===== src/rtl/note_recorder_pkg.sv =====
// Shared constants and helpers for the song-entry format used by the note
// recorder (writer) and the note player (reader).
package note_recorder_pkg;

    localparam int unsigned ENTRY_W     = 16;
    localparam int unsigned NOTE_W      = 7;
    localparam int unsigned PITCH_W     = 3;
    localparam int unsigned DUR_FIELD_W = 6;

    localparam int unsigned NOTE_MSB    = 15;
    localparam int unsigned NOTE_LSB    = 9;
    localparam int unsigned PITCH_MSB   = 8;
    localparam int unsigned PITCH_LSB   = 6;
    localparam int unsigned DUR_MSB     = 5;
    localparam int unsigned DUR_LSB     = 0;

    localparam int unsigned HEADER_ADDR = 0;

    typedef enum logic [2:0] {
        ST_IDLE,
        ST_ARMED,
        ST_TRACK,
        ST_CLOSE,
        ST_HEADER
    } rec_state_t;

    // Keep only the lowest set bit, so simultaneous keys collapse to one-hot.
    function automatic logic [NOTE_W-1:0] lowest_set(input logic [NOTE_W-1:0] v);
        return v & (~v + {{(NOTE_W-1){1'b0}}, 1'b1});
    endfunction

    // Assemble one song entry from its fields.
    function automatic logic [ENTRY_W-1:0] pack_entry(
        input logic [NOTE_W-1:0]      note,
        input logic [PITCH_W-1:0]     pitch,
        input logic [DUR_FIELD_W-1:0] dur
    );
        logic [ENTRY_W-1:0] e;
        e = '0;
        e[NOTE_MSB:NOTE_LSB]   = note;
        e[PITCH_MSB:PITCH_LSB] = pitch;
        e[DUR_MSB:DUR_LSB]     = dur;
        return e;
    endfunction

endpackage


===== src/rtl/note_recorder_key_debounce.sv =====
// Two-flop synchronizer followed by a stability counter: the output only
// follows the synchronized vector once it has held still for DEBOUNCE_CYCLES.
module key_debounce #(
    parameter int unsigned WIDTH           = 7,
    parameter int unsigned DEBOUNCE_CYCLES = 1_000_000
) (
    input  logic             clk,
    input  logic             rst_n,
    input  logic [WIDTH-1:0] i_raw,
    output logic [WIDTH-1:0] o_stable
);

    localparam int unsigned CNT_W = (DEBOUNCE_CYCLES > 1) ? $clog2(DEBOUNCE_CYCLES) : 1;
    localparam logic [CNT_W-1:0] CNT_LAST = CNT_W'(DEBOUNCE_CYCLES - 1);

    logic [WIDTH-1:0] r_sync1;
    logic [WIDTH-1:0] r_sync2;
    logic [WIDTH-1:0] r_last;
    logic [WIDTH-1:0] r_stable;
    logic [CNT_W-1:0] r_cnt;

    // Synchronize, then restart the stability count on any change.
    always_ff @(posedge clk or negedge rst_n) begin
        if (!rst_n) begin
            r_sync1  <= '0;
            r_sync2  <= '0;
            r_last   <= '0;
            r_stable <= '0;
            r_cnt    <= '0;
        end else begin
            r_sync1 <= i_raw;
            r_sync2 <= r_sync1;
            r_last  <= r_sync2;
            if (r_sync2 != r_last) begin
                r_cnt <= '0;
            end else if (r_cnt == CNT_LAST) begin
                r_stable <= r_last;
            end else begin
                r_cnt <= r_cnt + 1'b1;
            end
        end
    end

    assign o_stable = r_stable;

endmodule


===== src/rtl/note_recorder.sv =====
// Converts debounced key presses and rests into timed song entries and
// drives the write port of the song RAM; the entry count goes to address 0
// when a take ends.
module note_recorder
    import note_recorder_pkg::*;
#(
    parameter int unsigned TICK_CYCLES     = 10_000_000,
    parameter int unsigned DEBOUNCE_CYCLES = 1_000_000,
    parameter int unsigned ADDR_W          = 7,
    parameter int unsigned DUR_W           = 6
) (
    input  logic                clk,
    input  logic                rst_n,
    input  logic                rec_en,
    input  logic [NOTE_W-1:0]   keys,
    input  logic [PITCH_W-1:0]  pitch,
    output logic                we,
    output logic [ADDR_W-1:0]   waddr,
    output logic [ENTRY_W-1:0]  wdata,
    output logic [ADDR_W-1:0]   count,
    output logic                recording,
    output logic                full
);

    localparam int unsigned TICK_W = (TICK_CYCLES > 1) ? $clog2(TICK_CYCLES) : 1;
    localparam logic [TICK_W-1:0] TICK_LAST  = TICK_W'(TICK_CYCLES - 1);
    // The opening cycle of a segment already counts as one elapsed cycle.
    localparam logic [TICK_W-1:0] TICK_OPEN  = (TICK_CYCLES > 1) ? TICK_W'(1) : TICK_W'(0);
    localparam logic [DUR_W-1:0]  DUR_OPEN   = (TICK_CYCLES > 1) ? DUR_W'(0) : DUR_W'(1);
    localparam logic [DUR_W-1:0]  DUR_MAX    = '1;
    localparam logic [ADDR_W-1:0] COUNT_FULL = '1;

    rec_state_t          r_state;
    rec_state_t          w_state_nxt;
    logic                r_rec_d;
    logic [TICK_W-1:0]   r_tick,      w_tick_nxt;
    logic [DUR_W-1:0]    r_dur,       w_dur_nxt;
    logic [NOTE_W-1:0]   r_seg_note,  w_seg_note_nxt;
    logic [PITCH_W-1:0]  r_seg_pitch, w_seg_pitch_nxt;
    logic [ADDR_W-1:0]   r_count,     w_count_nxt;
    logic                r_full,      w_full_nxt;
    logic                r_we,        w_we_nxt;
    logic [ADDR_W-1:0]   r_waddr,     w_waddr_nxt;
    logic [ENTRY_W-1:0]  r_wdata,     w_wdata_nxt;

    logic [NOTE_W-1:0]   w_keys_db;
    logic [NOTE_W-1:0]   w_cur_note;
    logic [DUR_W-1:0]    w_dur_min;
    logic [ADDR_W-1:0]   w_count_inc;
    logic [ENTRY_W-1:0]  w_seg_entry;

    key_debounce #(
        .WIDTH           (NOTE_W),
        .DEBOUNCE_CYCLES (DEBOUNCE_CYCLES)
    ) u_key_debounce (
        .clk      (clk),
        .rst_n    (rst_n),
        .i_raw    (keys),
        .o_stable (w_keys_db)
    );

    assign w_cur_note  = lowest_set(w_keys_db);
    assign w_dur_min   = (r_dur == '0) ? DUR_W'(1) : r_dur;
    assign w_count_inc = r_count + 1'b1;
    assign w_seg_entry = pack_entry(r_seg_note, r_seg_pitch, DUR_FIELD_W'(w_dur_min));

    // State register.
    always_ff @(posedge clk or negedge rst_n) begin
        if (!rst_n) begin
            r_state <= ST_IDLE;
        end else begin
            r_state <= w_state_nxt;
        end
    end

    // Segment, counter and write-port registers.
    always_ff @(posedge clk or negedge rst_n) begin
        if (!rst_n) begin
            r_rec_d     <= 1'b0;
            r_tick      <= '0;
            r_dur       <= '0;
            r_seg_note  <= '0;
            r_seg_pitch <= '0;
            r_count     <= '0;
            r_full      <= 1'b0;
            r_we        <= 1'b0;
            r_waddr     <= '0;
            r_wdata     <= '0;
        end else begin
            r_rec_d     <= rec_en;
            r_tick      <= w_tick_nxt;
            r_dur       <= w_dur_nxt;
            r_seg_note  <= w_seg_note_nxt;
            r_seg_pitch <= w_seg_pitch_nxt;
            r_count     <= w_count_nxt;
            r_full      <= w_full_nxt;
            r_we        <= w_we_nxt;
            r_waddr     <= w_waddr_nxt;
            r_wdata     <= w_wdata_nxt;
        end
    end

    // Next-state, segment tracking and write generation.
    always_comb begin
        w_state_nxt     = r_state;
        w_tick_nxt      = r_tick;
        w_dur_nxt       = r_dur;
        w_seg_note_nxt  = r_seg_note;
        w_seg_pitch_nxt = r_seg_pitch;
        w_count_nxt     = r_count;
        w_full_nxt      = r_full;
        w_we_nxt        = 1'b0;
        w_waddr_nxt     = r_waddr;
        w_wdata_nxt     = r_wdata;

        case (r_state)
            ST_IDLE: begin
                if (rec_en && !r_rec_d) begin
                    w_state_nxt     = ST_ARMED;
                    w_count_nxt     = '0;
                    w_full_nxt      = 1'b0;
                    w_dur_nxt       = '0;
                    w_tick_nxt      = '0;
                    w_seg_note_nxt  = '0;
                    w_seg_pitch_nxt = '0;
                end
            end

            ST_ARMED: begin
                if (!rec_en) begin
                    w_state_nxt = ST_CLOSE;
                end else if (w_cur_note != '0) begin
                    w_state_nxt     = ST_TRACK;
                    w_seg_note_nxt  = w_cur_note;
                    w_seg_pitch_nxt = pitch;
                    w_tick_nxt      = TICK_OPEN;
                    w_dur_nxt       = DUR_OPEN;
                end
            end

            ST_TRACK: begin
                // A stop takes precedence over a simultaneous key change so
                // CLOSE sees the segment that was open before the change.
                if (!rec_en) begin
                    w_state_nxt = ST_CLOSE;
                end else if (w_cur_note != r_seg_note) begin
                    w_we_nxt        = 1'b1;
                    w_waddr_nxt     = w_count_inc;
                    w_wdata_nxt     = w_seg_entry;
                    w_count_nxt     = w_count_inc;
                    w_seg_note_nxt  = w_cur_note;
                    w_seg_pitch_nxt = (w_cur_note != '0) ? pitch : '0;
                    w_tick_nxt      = TICK_OPEN;
                    w_dur_nxt       = DUR_OPEN;
                    if (w_count_inc == COUNT_FULL) begin
                        w_full_nxt  = 1'b1;
                        w_state_nxt = ST_HEADER;
                    end
                end else if (r_tick == TICK_LAST) begin
                    w_tick_nxt = '0;
                    if (r_dur != DUR_MAX) begin
                        w_dur_nxt = r_dur + 1'b1;
                    end
                end else begin
                    w_tick_nxt = r_tick + 1'b1;
                end
            end

            ST_CLOSE: begin
                w_state_nxt = ST_HEADER;
                if (r_seg_note != '0) begin
                    w_we_nxt    = 1'b1;
                    w_waddr_nxt = w_count_inc;
                    w_wdata_nxt = w_seg_entry;
                    w_count_nxt = w_count_inc;
                    if (w_count_inc == COUNT_FULL) begin
                        w_full_nxt = 1'b1;
                    end
                end
            end

            ST_HEADER: begin
                w_state_nxt = ST_IDLE;
                w_we_nxt    = 1'b1;
                w_waddr_nxt = ADDR_W'(HEADER_ADDR);
                w_wdata_nxt = ENTRY_W'(r_count);
            end

            default: begin
                w_state_nxt = ST_IDLE;
            end
        endcase
    end

    assign we        = r_we;
    assign waddr     = r_waddr;
    assign wdata     = r_wdata;
    assign count     = r_count;
    assign full      = r_full;
    assign recording = (r_state == ST_ARMED) || (r_state == ST_TRACK);

endmodule


===== config.mk =====
export PLATFORM = sky130hd
export DESIGN_NAME = note_recorder
export DESIGN_NICKNAME = d
export VERILOG_FILES = /design/src/rtl/note_recorder_pkg.sv /design/src/rtl/note_recorder_key_debounce.sv /design/src/rtl/note_recorder.sv
export SDC_FILE = /design/constraint.sdc
export NUM_CORES = 1
export LEC_CHECK = 0
export BUFFER_PORTS_ARGS = -buffer_cell sky130_fd_sc_hd__buf_2
export CAP_MARGIN = 20
export CORE_AREA = 2 2 137 139
export CTS_CLUSTER_SIZE = 28
export DETAILED_ROUTE_END_ITERATION = 8
export DIE_AREA = 0 0 139 141
export PLACE_DENSITY = 0.54
export SLEW_MARGIN = 5
export SYNTH_ARGS = -nofsm -noshare
export SYNTH_HDL_FRONTEND = slang
export SYNTH_HIERARCHICAL = 1
export SYNTH_SLANG_ARGS = --single-unit

===== constraint.sdc =====
create_clock -name clk -period 2.8 [get_ports clk]
set_clock_uncertainty 0.1 [all_clocks]
set_input_delay 0.28 -clock clk [delete_from_list [all_inputs] [get_ports clk]]
set_output_delay 0.28 -clock clk [all_outputs]
set_load 0.05 [all_outputs]

=== Yosys cells after proc, flatten, opt, wreduce, memory -nomap -nowiden ===
Cells that the tools add are included.

* Memory bits (writable): 0
* Logic and storage cells: 120
* Memory bits (read-only): 0
* Latch bits: 0
* Input port bits: 13
* Output and inout bits: 33
* Memories: 0
* Bits in registers: 124

* Reductions and logical operators: 17
* Divide/modulo/power cells: 0
* Equal/unequal tests: 22
* $lt $le $gt $ge: 0
* Bitwise gates (word level): 3
* Shifts and indexed selects: 0
* Muxes and demuxes: 57
* $mul: 0
* $add $sub $neg: 5

{| class="wikitable"
|+ Operators with widths
! kind !! number
|-
| two-way mux 24 bit || 6
|-
| one-hot mux 24 bit (3 select lines) || 1
|-
| one-hot mux 7 bit (3 select lines) || 3
|-
| two-way mux 7 bit || 8
|-
| two-way mux 16 bit || 3
|-
| two-way mux 6 bit || 8
|-
| one-hot mux 16 bit (3 select lines) || 1
|-
| two-way mux 20 bit || 2
|-
| two-way mux 3 bit || 12
|-
| adder 24 x 1 -> 24 bit, second input constant || 1
|-
| equality test 24 bit, second input constant || 1
|-
| adder 20 x 1 -> 20 bit, second input constant || 1
|-
| equality test 20 bit, second input constant || 1
|-
| one-hot mux 6 bit (3 select lines) || 1
|-
| != test 3 bit, second input constant || 5
|-
| adder 7 x 1 -> 7 bit, second input constant || 2
|-
| != test 7 bit || 2
|-
| nonzero test 7 bit || 2
|-
| != test 2 bit, second input constant || 6
|-
| one-hot mux 3 bit (4 select lines) || 1
|-
| AND reduction 5 bit || 2
|-
| one-hot mux 3 bit (3 select lines) || 1
|-
| nonzero test 3 bit || 3
|-
| two-way mux 1 bit || 8
|-
| other kinds (20) || 23
|}

=== Depth between registers and ports, before layout ===
Gate-level depths: netlist of run 1.

* Depth in word-level cells: 8
* Depth in mapped cells: 8
* Gate-level depth less buffers: 7

=== Hierarchy ===
Netlist of run 1, hierarchy kept.

{| class="wikitable"
|+ By module, submodules not included
! module !! cells each !! times used !! area each (um2)
|-
| note_recorder || 440 || 1 || 4335.4
|-
| key_debounce || 154 || 1 || 1886.8
|}

=== Worst setup path after synthesis of run 1 ===
Ideal clock, no wire load.

* Path kind: register to register
* Start point: register r_state[1]
* End point: register r_seg_note[4]
* Setup time: 65 ps
* Data required time: 2635 ps
* Cell stages (with the launch flop): 6
* Path slack: 420 ps
* Period minus slack after synthesis: 2380 ps
* Data arrival time: 2214 ps
* Path through: dfrtp_1 -> clkbuf_1 -> nand2b_1 -> a21oi_1 -> and4b_1 -> mux2_1

* Longest elaborated chain between the ends: 3
* Elaborated cells on any way between the ends: 11
* Those cells by class: eq/ne (7); mux (1); reduce/logical (3)

{| class="wikitable"
|+ RTL lines
! what !! RTL line !! source
|-
| start: declaration || note_recorder.sv:33 || <nowiki>rec_state_t r_state;</nowiki>
|-
| start signal: assignment || note_recorder.sv:72 || <nowiki>r_state <= w_state_nxt;</nowiki>
|-
| equality test 3 x 2 -> 1 bit, or another cell as far along || note_recorder.sv:116 || <nowiki>case (r_state)</nowiki>
|-
| != test 2 bit (no line) / nonzero test 3 bit (equally long branches) || - ||
|-
| AND reduction 6 bit (no line) || - ||
|-
| end signal: assignment || note_recorder.sv:93 || <nowiki>r_seg_note <= w_seg_note_nxt;</nowiki>
|-
| end: declaration || note_recorder.sv:38 || <nowiki>logic [NOTE_W-1:0] r_seg_note, w_seg_note_nxt;</nowiki>
|}

Parallel ways exist; a longest one is shown, timed or not.
A chain may end at the register's enable or synchronous reset.

=== Worst setup path after layout of run 1 ===
* Start point: register r_state[0]
* End point: output port recording

* Longest elaborated chain between the ends: 2
* Elaborated cells on any way between the ends: 3
* Those cells by class: eq/ne (2); reduce/logical (1)

{| class="wikitable"
|+ RTL lines
! what !! RTL line !! source
|-
| equality test 3 x 1 -> 1 bit / equality test 3 x 2 -> 1 bit (equally long branches) || note_recorder.sv:200 || <nowiki>assign recording = (r_state == ST_ARMED) || (r_state == ST_TRACK);</nowiki>
|-
| logical OR 1 bit (*) || note_recorder.sv:200 ||
|-
| end: declaration || note_recorder.sv:21 || <nowiki>output logic recording,</nowiki>
|}

Mark *: on every way between the ends. The rest lies on a longest branch, timed or not.

==> impl_results.rst, run 1 <==
.. list-table::
   :header-rows: 1

   * - Metric
     - Value
   * - Run status
     - finished clean
   * - Port bufs
     - 45
   * - Via count normalized by instance count
     - 5.27
   * - Cell Int Power
     - 0.00365 W
   * - Maximum clock path buffer count
     - 2
   * - IR Drop Worst-Case VDD
     - about 460 uV
   * - CORE AREA
     - between 15000 and 20000 sq um
   * - Number of fill cells in the layout
     - around 1.8k
   * - Number of rows in the core area
     - 50
   * - Clock tree from TritonCTS
     - yes
   * - Initial antenna violation count
     - 0
   * - Setup repair after global routing missed its margin
     - no
   * - Detailed Route WL
     - 14.7 mm
   * - Sequential share of the synthesized area
     - 0.499
   * - Maximum operating frequency
     - about 0.38 GHz
   * - Cell-by-cell trace of the critical path
     - buf_4 -> nand2b_1 -> a21oi_1 -> buf_2
   * - Wire length of the first global-routing pass
     - 25.6 mm
   * - Global route total overflow
     - 0
   * - Largest net degree at the start of global routing
     - 50
   * - Share of flip-flops with an asynchronous set or reset after synthesis
     - 1.00
   * - Sequential share of power
     - 0.341
   * - Kind of critical path
     - flop to output pin
   * - Max Fanout on Critical Path
     - 16
   * - Reported net switching power
     - approximately 0.0025 W
   * - Netlist area before placement
     - between 6000 and 7000 sq um
   * - Combinational Power Share
     - 0.320
   * - Number of cells on the worst hold path
     - 3
   * - Top cell type by total area after synthesis
     - sky130_fd_sc_hd__dfrtp_1
   * - Buffering stage count on the worst path with inverters included
     - 2
   * - Skew-Pair Late Insertion Delay
     - about 430 ps
   * - Average size of a mapped cell
     - ~10 sq um
   * - Part of the power in the clock network
     - 0.339
   * - Final setup violation count
     - 0
   * - Max_cap viols
     - 0
   * - Dpl hpwl
     - ~10 mm
   * - Critical Path Sink Type
     - output pin
   * - Post-detailed-route wirelength per cell
     - roughly 16 microns
   * - Worst setup margin
     - 189 ps
   * - Worst slack after detailed placement
     - 94.1 ps
   * - Actual transition at the worst max-transition pin
     - between 900 and 1000 ps
   * - Die area
     - 19600 sq um
   * - Total number of vias
     - about 4.8k
   * - Slowest Stage Delay on Critical Path
     - approximately 600 ps
   * - Number of warnings issued by yosys
     - 6
   * - Leading post-synthesis cells by cell area
     - sky130_fd_sc_hd__dfrtp_1, sky130_fd_sc_hd__xor2_1, sky130_fd_sc_hd__nor2_1, sky130_fd_sc_hd__nand2_1, sky130_fd_sc_hd__nand3_1
   * - Count of cell types in the netlist
     - 76
   * - Post-CTS repair timing setup buffer count
     - 0
   * - Max reg flops
     - 24
   * - Via count of the first global-routing pass
     - a little under 5k
   * - Critical path startpoint category
     - flop
   * - Time the final worst path needs with I/O delays and setup
     - ~2600 ps
   * - Leakage power total
     - ~3.3 nW
   * - Vert. Die Dim
     - ~140 microns
   * - Final #Nets
     - approximately 690
   * - Starting density of the core
     - 0.341
   * - N_diodes
     - 0
   * - RePlAce Congestion
     - just under 0.8
   * - Final Util
     - 0.410
   * - Sw Share
     - 0.405
   * - IO Pins
     - 46
   * - Class of the worst hold path
     - input port to flop
   * - Sequential standard cell area
     - slightly above 3000 sq um
   * - Number of remaining DRC errors
     - 0
   * - Levels on crit path
     - 4
   * - Required time of the worst setup path
     - 2420 ps
   * - Top-count cell post-synth
     - sky130_fd_sc_hd__dfrtp_1
   * - Cell family with the largest share of critical-path delay
     - buffers and inverters
   * - Final hold violations
     - 0
   * - Post-synthesis register bit count
     - around 120
   * - Syn nets
     - between 600 and 700
   * - Largest Register
     - r_tick
   * - Top cells by count, synth
     - sky130_fd_sc_hd__dfrtp_1, sky130_fd_sc_hd__nor2_1, sky130_fd_sc_hd__nand2_1
   * - Overall routing resource usage
     - 0.163
   * - Fraction of synthesized cell area taken by the top area cell type
     - 0.499
   * - Deepest level of the CTS H-tree
     - 4
   * - Area taken by multi-input logic gates
     - ~3000 sq um
   * - Post-synthesis cell count
     - slightly below 600
   * - Sum of negative setup slack
     - 0 ps
   * - Buffer cell driving the clock tree root
     - sky130_fd_sc_hd__clkbuf_16
   * - Share of post-route cells with drive strength above 1
     - 0.226
   * - Number of clock sinks
     - about 120
   * - Number of synthesized flops with an enable pin
     - 0
   * - Ys flop type
     - sky130_fd_sc_hd__dfrtp_1
   * - Count of pins over their slew limit
     - 0
   * - Data arrival, critical path
     - about 2200 ps
   * - Clock transition at path regs
     - ~60 ps
   * - Die width
     - approximately 140 microns
   * - Area growth, synth to finish
     - 20.2%
   * - Number of detailed-route iterations in the first pass
     - 4
   * - Ratio of total power to cell area
     - around 800 nW/um^2
   * - Ratio of final minimum period to clock period
     - 0.933
   * - Clock buffers created by TritonCTS
     - 17
   * - Cell type of the slowest stage on the worst timing path
     - sky130_fd_sc_hd__a21oi_1
   * - Relative slew slack
     - 0.354
   * - First DRT Iteration DRCs
     - approximately 270
   * - Antenna Nets Post-Route
     - 0
   * - R2R depth
     - 7
-- stage by stage --
| stage | hold slack [ps] | area, sq um | std cells | total power, W |
|---|---|---|---|---|
| 2_1_floorplan | -116 | 6220 | 594 | 0.00350 |
| 3_3_place_gp | 228 | 6820 | 872 | 0.00405 |
| 3_5_place_dp | 236 | 6820 | 872 | 0.00408 |
| 4_1_cts | 1.98 | 7480 | 914 | 0.00620 |
| 5_1_grt | 39.1 | 7480 | 914 | 0.00648 |
| 6_report | 20.1 | 7480 | 914 | 0.00613 |
-- per-layer routing --
layer	GRT usage	share of wire	vias up
li1	-	-	2333
met4	0.0696	0.017	0
met1	0.211	0.47	2375
met5	0	0	-
met2	0.262	0.47	91
met3	0.0418	0.043	19
-- power groups by stage --
stage	registers, W	logic [W]	clock network [W]
after CTS	0.00209	0.00197	0.00213
after floorplan	0.00243	0.00106	0
final	0.00209	0.00196	0.00208
after global placement	0.00212	0.00193	0
after detailed placement	0.00213	0.00195	0
after global routing	0.00212	0.00214	0.00222
-- layout make-up --
class	count	share of cell area
tap	234	0.0391
sequential	124	0.415
timing repair buffer	78	0.0686
clock inverter	15	0.0174
clock buffer	17	0.0569
multi-input combinational	438	0.399
inverter	8	0.00401
-- cell usage in the layout (no fill, tap or decap), types with 4 or more instances in the layout --
| master | synthesis | layout |
|---|---|---|
| sky130_fd_sc_hd__a21o_1 | 4 | 4 |
| sky130_fd_sc_hd__a21oi_1 | 10 | 10 |
| sky130_fd_sc_hd__a21oi_2 | 9 | 9 |
| sky130_fd_sc_hd__a31oi_1 | 7 | 7 |
| sky130_fd_sc_hd__and2_1 | 5 | 5 |
| sky130_fd_sc_hd__and3_1 | 10 | 10 |
| sky130_fd_sc_hd__and4_1 | 5 | 5 |
| sky130_fd_sc_hd__buf_2 | 5 | 44 |
| sky130_fd_sc_hd__buf_4 | 3 | 23 |
| sky130_fd_sc_hd__clkbuf_16 | 0 | 17 |
| sky130_fd_sc_hd__clkinvlp_4 | 0 | 5 |
| sky130_fd_sc_hd__dfrtp_1 | 124 | 124 |
| sky130_fd_sc_hd__dlygate4sd3_1 | 0 | 10 |
| sky130_fd_sc_hd__ha_1 | 6 | 6 |
| sky130_fd_sc_hd__inv_1 | 7 | 7 |
| sky130_fd_sc_hd__inv_6 | 0 | 7 |
| sky130_fd_sc_hd__mux2_2 | 9 | 9 |
| sky130_fd_sc_hd__nand2_1 | 52 | 52 |
| sky130_fd_sc_hd__nand2b_1 | 5 | 5 |
| sky130_fd_sc_hd__nand3_1 | 33 | 33 |
| sky130_fd_sc_hd__nand4_1 | 26 | 26 |
| sky130_fd_sc_hd__nor2_1 | 59 | 59 |
| sky130_fd_sc_hd__nor3_1 | 12 | 11 |
| sky130_fd_sc_hd__nor3_2 | 3 | 4 |
| sky130_fd_sc_hd__nor4_1 | 15 | 15 |
| sky130_fd_sc_hd__o21ai_0 | 6 | 6 |
| sky130_fd_sc_hd__o21ai_1 | 18 | 18 |
| sky130_fd_sc_hd__o2bb2ai_1 | 6 | 6 |
| sky130_fd_sc_hd__o311ai_0 | 4 | 4 |
| sky130_fd_sc_hd__o31ai_2 | 10 | 10 |
| sky130_fd_sc_hd__or4_1 | 6 | 6 |
| sky130_fd_sc_hd__xnor2_1 | 15 | 15 |
| sky130_fd_sc_hd__xor2_1 | 35 | 35 |
-- path summary, 6_finish.rpt --
| kind | start | end | slack (ps) |
|---|---|---|---|
| max reg2reg | u_key_debounce/o_stable[1] | count[2] | 210 |
| max in group asynchronous | rst_n | wdata[4] | 1480 |
| max | r_state[0] | recording | 190 |
| min reg2reg | u_key_debounce/r_sync1[2] | u_key_debounce/r_sync2[2] | 250 |
| min | pitch[0] | r_seg_pitch[0] | 20 |
| min in group asynchronous | rst_n | wdata[12] | 300 |
-- kinds of logic (layout without fill, tap and decap cells) --
group / after synthesis / after routing / share of synthesized area
AO/OA/AOI/OAI: 103 / 103 / 0.133
XOR/XNOR: 50 / 50 / 0.0704
adder cells (fa/ha/maj): 6 / 6 / 0.0121
buffers and inverters: 32 / 118 / 0.0233
flip-flops: 124 / 124 / 0.499
multiplexers: 14 / 14 / 0.0247
AND/OR/NAND/NOR: 265 / 265 / 0.238
-- tightest hold or removal path, cell delays in order --
cell,delay [ps]
sky130_fd_sc_hd__buf_2,110
sky130_fd_sc_hd__nand2_1,50
sky130_fd_sc_hd__o21ai_1,60
-- what timing repair did --
action / in CTS / in global routing
hold endpoints to repair: 55 / 0
gates resized for setup: 0 / 1
setup endpoints to repair: 0 / 25
hold buffers: 10 / 0
Note: power is estimated with default switching activity, not from simulation.
==> inputs of run 2 (changes only) <==
--- a/config.mk
+++ b/config.mk
@@ -7,5 +7,5 @@
 export LEC_CHECK = 0
 export BUFFER_PORTS_ARGS = -buffer_cell sky130_fd_sc_hd__buf_2
-export CAP_MARGIN = 20
+export CAP_MARGIN = 25
 export CORE_AREA = 2 2 137 139
 export CTS_CLUSTER_SIZE = 28
==> constraint.sdc (replaced) <==
create_clock -name clk -period 2.8 [get_ports clk]
set_clock_uncertainty 0.1 [all_clocks]
set_input_delay 0.84 -clock clk [delete_from_list [all_inputs] [get_ports clk]]
set_output_delay 0.84 -clock clk [all_outputs]
set_load 0.05 [all_outputs]
==> run 2 against run 1 <==
  * Die area did not move
  * Largest cell class unchanged
  * Critical path depth fell by 1
  * Via count fell by 0.75%
  * Wire length fell by 2.0%
==> impl_results.rst, run 2 (same netlist as run 1, synthesis figures left out) <==
.. list-table::
   :header-rows: 1

   * - Metric
     - Value
   * - Data arrival, critical path
     - 1710 ps
   * - Number of clock sinks
     - 124
   * - Skew-Pair Late Insertion Delay
     - around 420 ps
   * - Post-detailed-route wirelength per cell
     - roughly 16 microns
   * - Number of rows in the core area
     - 50
   * - Detailed Route WL
     - ~14 mm
   * - Clock transition at path regs
     - about 60 ps
   * - N_diodes
     - 0
   * - End of the worst register-to-register path
     - count[2]
   * - GR Layer Usage met2
     - 0.255
   * - IR Drop Worst-Case VDD
     - about 590 uV
   * - Maximum clock path buffer count
     - 2
   * - Met1 routing resource usage after global routing
     - 0.205
   * - Actual transition at the worst max-transition pin
     - ~730 ps
   * - Final #Nets
     - roughly 680
   * - Number of remaining DRC errors
     - 0
   * - Area growth, synth to finish
     - 19.3%
   * - Max Fanout on Critical Path
     - 14
   * - Buffer cell driving the clock tree root
     - sky130_fd_sc_hd__clkbuf_16
   * - Largest net degree at the start of global routing
     - about 130
   * - First DRT Iteration DRCs
     - 318
   * - Slowest Stage Delay on Critical Path
     - approximately 500 ps
   * - Total number of vias
     - approximately 4.8k
   * - Vert. Die Dim
     - around 140 microns
   * - Class of the worst hold path
     - flop to flop
   * - Clock buffers created by TritonCTS
     - 17
   * - IO Pins
     - 46
   * - Ratio of final minimum period to clock period
     - 0.947
   * - Ratio of total power to cell area
     - roughly 840 nW/um^2
   * - Share of post-route cells with drive strength above 1
     - 0.231
   * - Final Util
     - 0.406
   * - Most congested layer reported by global routing
     - met2
   * - Critical Path Sink Type
     - output pin
   * - Setup slack on the worst flop-to-flop path
     - about 200 ps
   * - Cell type of the slowest stage on the worst timing path
     - sky130_fd_sc_hd__dfrtp_2
   * - Setup repair after global routing missed its margin
     - no
   * - Most common library cell in the layout ignoring fill and taps
     - sky130_fd_sc_hd__dfrtp_1
   * - Overall routing resource usage
     - 0.158
   * - RePlAce Congestion
     - 0.801
   * - Largest Register
     - r_tick
   * - Relative slew slack
     - 0.511
   * - Required time of the worst setup path
     - roughly 1900 ps
   * - Most used cells in the layout excluding fill and tap cells
     - sky130_fd_sc_hd__dfrtp_1, sky130_fd_sc_hd__nor2_1, sky130_fd_sc_hd__nand2_1, sky130_fd_sc_hd__buf_2, sky130_fd_sc_hd__xor2_1
   * - Critical path startpoint category
     - flop
   * - Wire length of the first global-routing pass
     - about 25 mm
   * - Hold-fix buffers at CTS
     - 0
   * - CORE AREA
     - 18300 sq um
   * - Leakage power total
     - 3.26 nW
   * - Initial antenna violation count
     - 0
   * - Port bufs
     - 45
   * - Final hold violations
     - 0
   * - Starting density of the core
     - 0.341
   * - Kind of critical path
     - flop to output pin
   * - Count of pins over their slew limit
     - 0
   * - Via count normalized by instance count
     - approximately 5.3
   * - Via count of the first global-routing pass
     - a little under 5k
   * - Global route total overflow
     - 0
   * - Max reg flops
     - 24
   * - Sum of negative setup slack
     - 0 ps
   * - R2R depth
     - 7
   * - Cell-by-cell trace of the critical path
     - nand2b_1 -> a21oi_1 -> clkbuf_4
   * - Antenna Nets Post-Route
     - 0
   * - Deepest level of the CTS H-tree
     - 4
   * - Clock tree from TritonCTS
     - yes
   * - Die width
     - about 140 microns
   * - Time the final worst path needs with I/O delays and setup
     - around 2700 ps
   * - Number of cells on the worst hold path
     - 0
   * - Maximum operating frequency
     - ~0.38 GHz
   * - Number of detailed-route iterations in the first pass
     - 4
   * - Met3 track demand over resource
     - 0.0397
   * - Max_cap viols
     - 0
   * - Run status
     - finished clean
   * - Die area
     - 19600 sq um
   * - End of the worst hold path
     - u_key_debounce/r_sync2[5]
   * - Dpl hpwl
     - 9.86 mm
   * - Worst hold start
     - u_key_debounce/r_sync1[5]
   * - Final setup violation count
     - 0
   * - Critical R2R Launch
     - u_key_debounce/o_stable[0]
-- run 2: cell types whose count changed in the layout (fill, tap and decap cells not counted), sizes merged --
cell / before / now
clkinv: 2 / 7
clkbuf: 17 / 18
inv: 16 / 10
bufinv: 0 / 2
clkinvlp: 5 / 4
buf: 68 / 67
dlygate4sd3: 10 / 0
-- run 2: worst max path at each step --
stage | startpoint | endpoint
floorplan | r_state[1] | recording
global placement | u_key_debounce/o_stable[0] | wdata[1]
detailed placement | u_key_debounce/o_stable[0] | wdata[1]
CTS | r_state[1] | recording
global route | u_key_debounce/o_stable[0] | wdata[2]
finish | r_state[1] | recording
-- run 2: critical path: cells and delay by family, from the launching register on --
family / cells / cell delay [ps]
buffers and inverters: 1 / 280
flip-flops: 1 / 500
AO/OA/AOI/OAI: 1 / 240
AND/OR/NAND/NOR: 1 / 270
-- run 2: timing repair --
action | 4_1_cts | 5_1_grt
buffers inserted | 0 | 0
setup endpoints to repair | 0 | 30
resized for setup | 0 | 3
-- run 2: cell type report --
cell class | instances | area, sq um
Fill cell | 1771 | 10800
Sequential cell | 124 | 3100
Multi-Input combinational cell | 438 | 2990
Clock buffer | 17 | 425
Timing Repair Buffer | 68 | 415
Tap cell | 234 | 293
Clock inverter | 15 | 168
Inverter | 8 | 30.0
-- run 2: power by group --
part           switching, W  internal (W)
logic               0.00142      0.000529
clock network      0.000869       0.00132
registers          0.000141       0.00196
total               0.00243       0.00381
-- run 2: per-layer routing --
layer	wire length [microns]	vias up
li1	-	2304
met1	6850	2377
met2	6720	83
met3	564	18
met4	250	0
met5	0	-
-- run 2: per-stage QoR --
step	setup slack, ps	hold WS [ps]	cells	power, W	area, sq um
2_1_floorplan	80.8	231	594	0.00350	6220
3_3_place_gp	112	236	872	0.00405	6820
3_5_place_dp	65.5	237	872	0.00409	6820
4_1_cts	6.54	251	904	0.00631	7420
5_1_grt	45.7	255	904	0.00658	7420
6_report	149	245	904	0.00625	7420
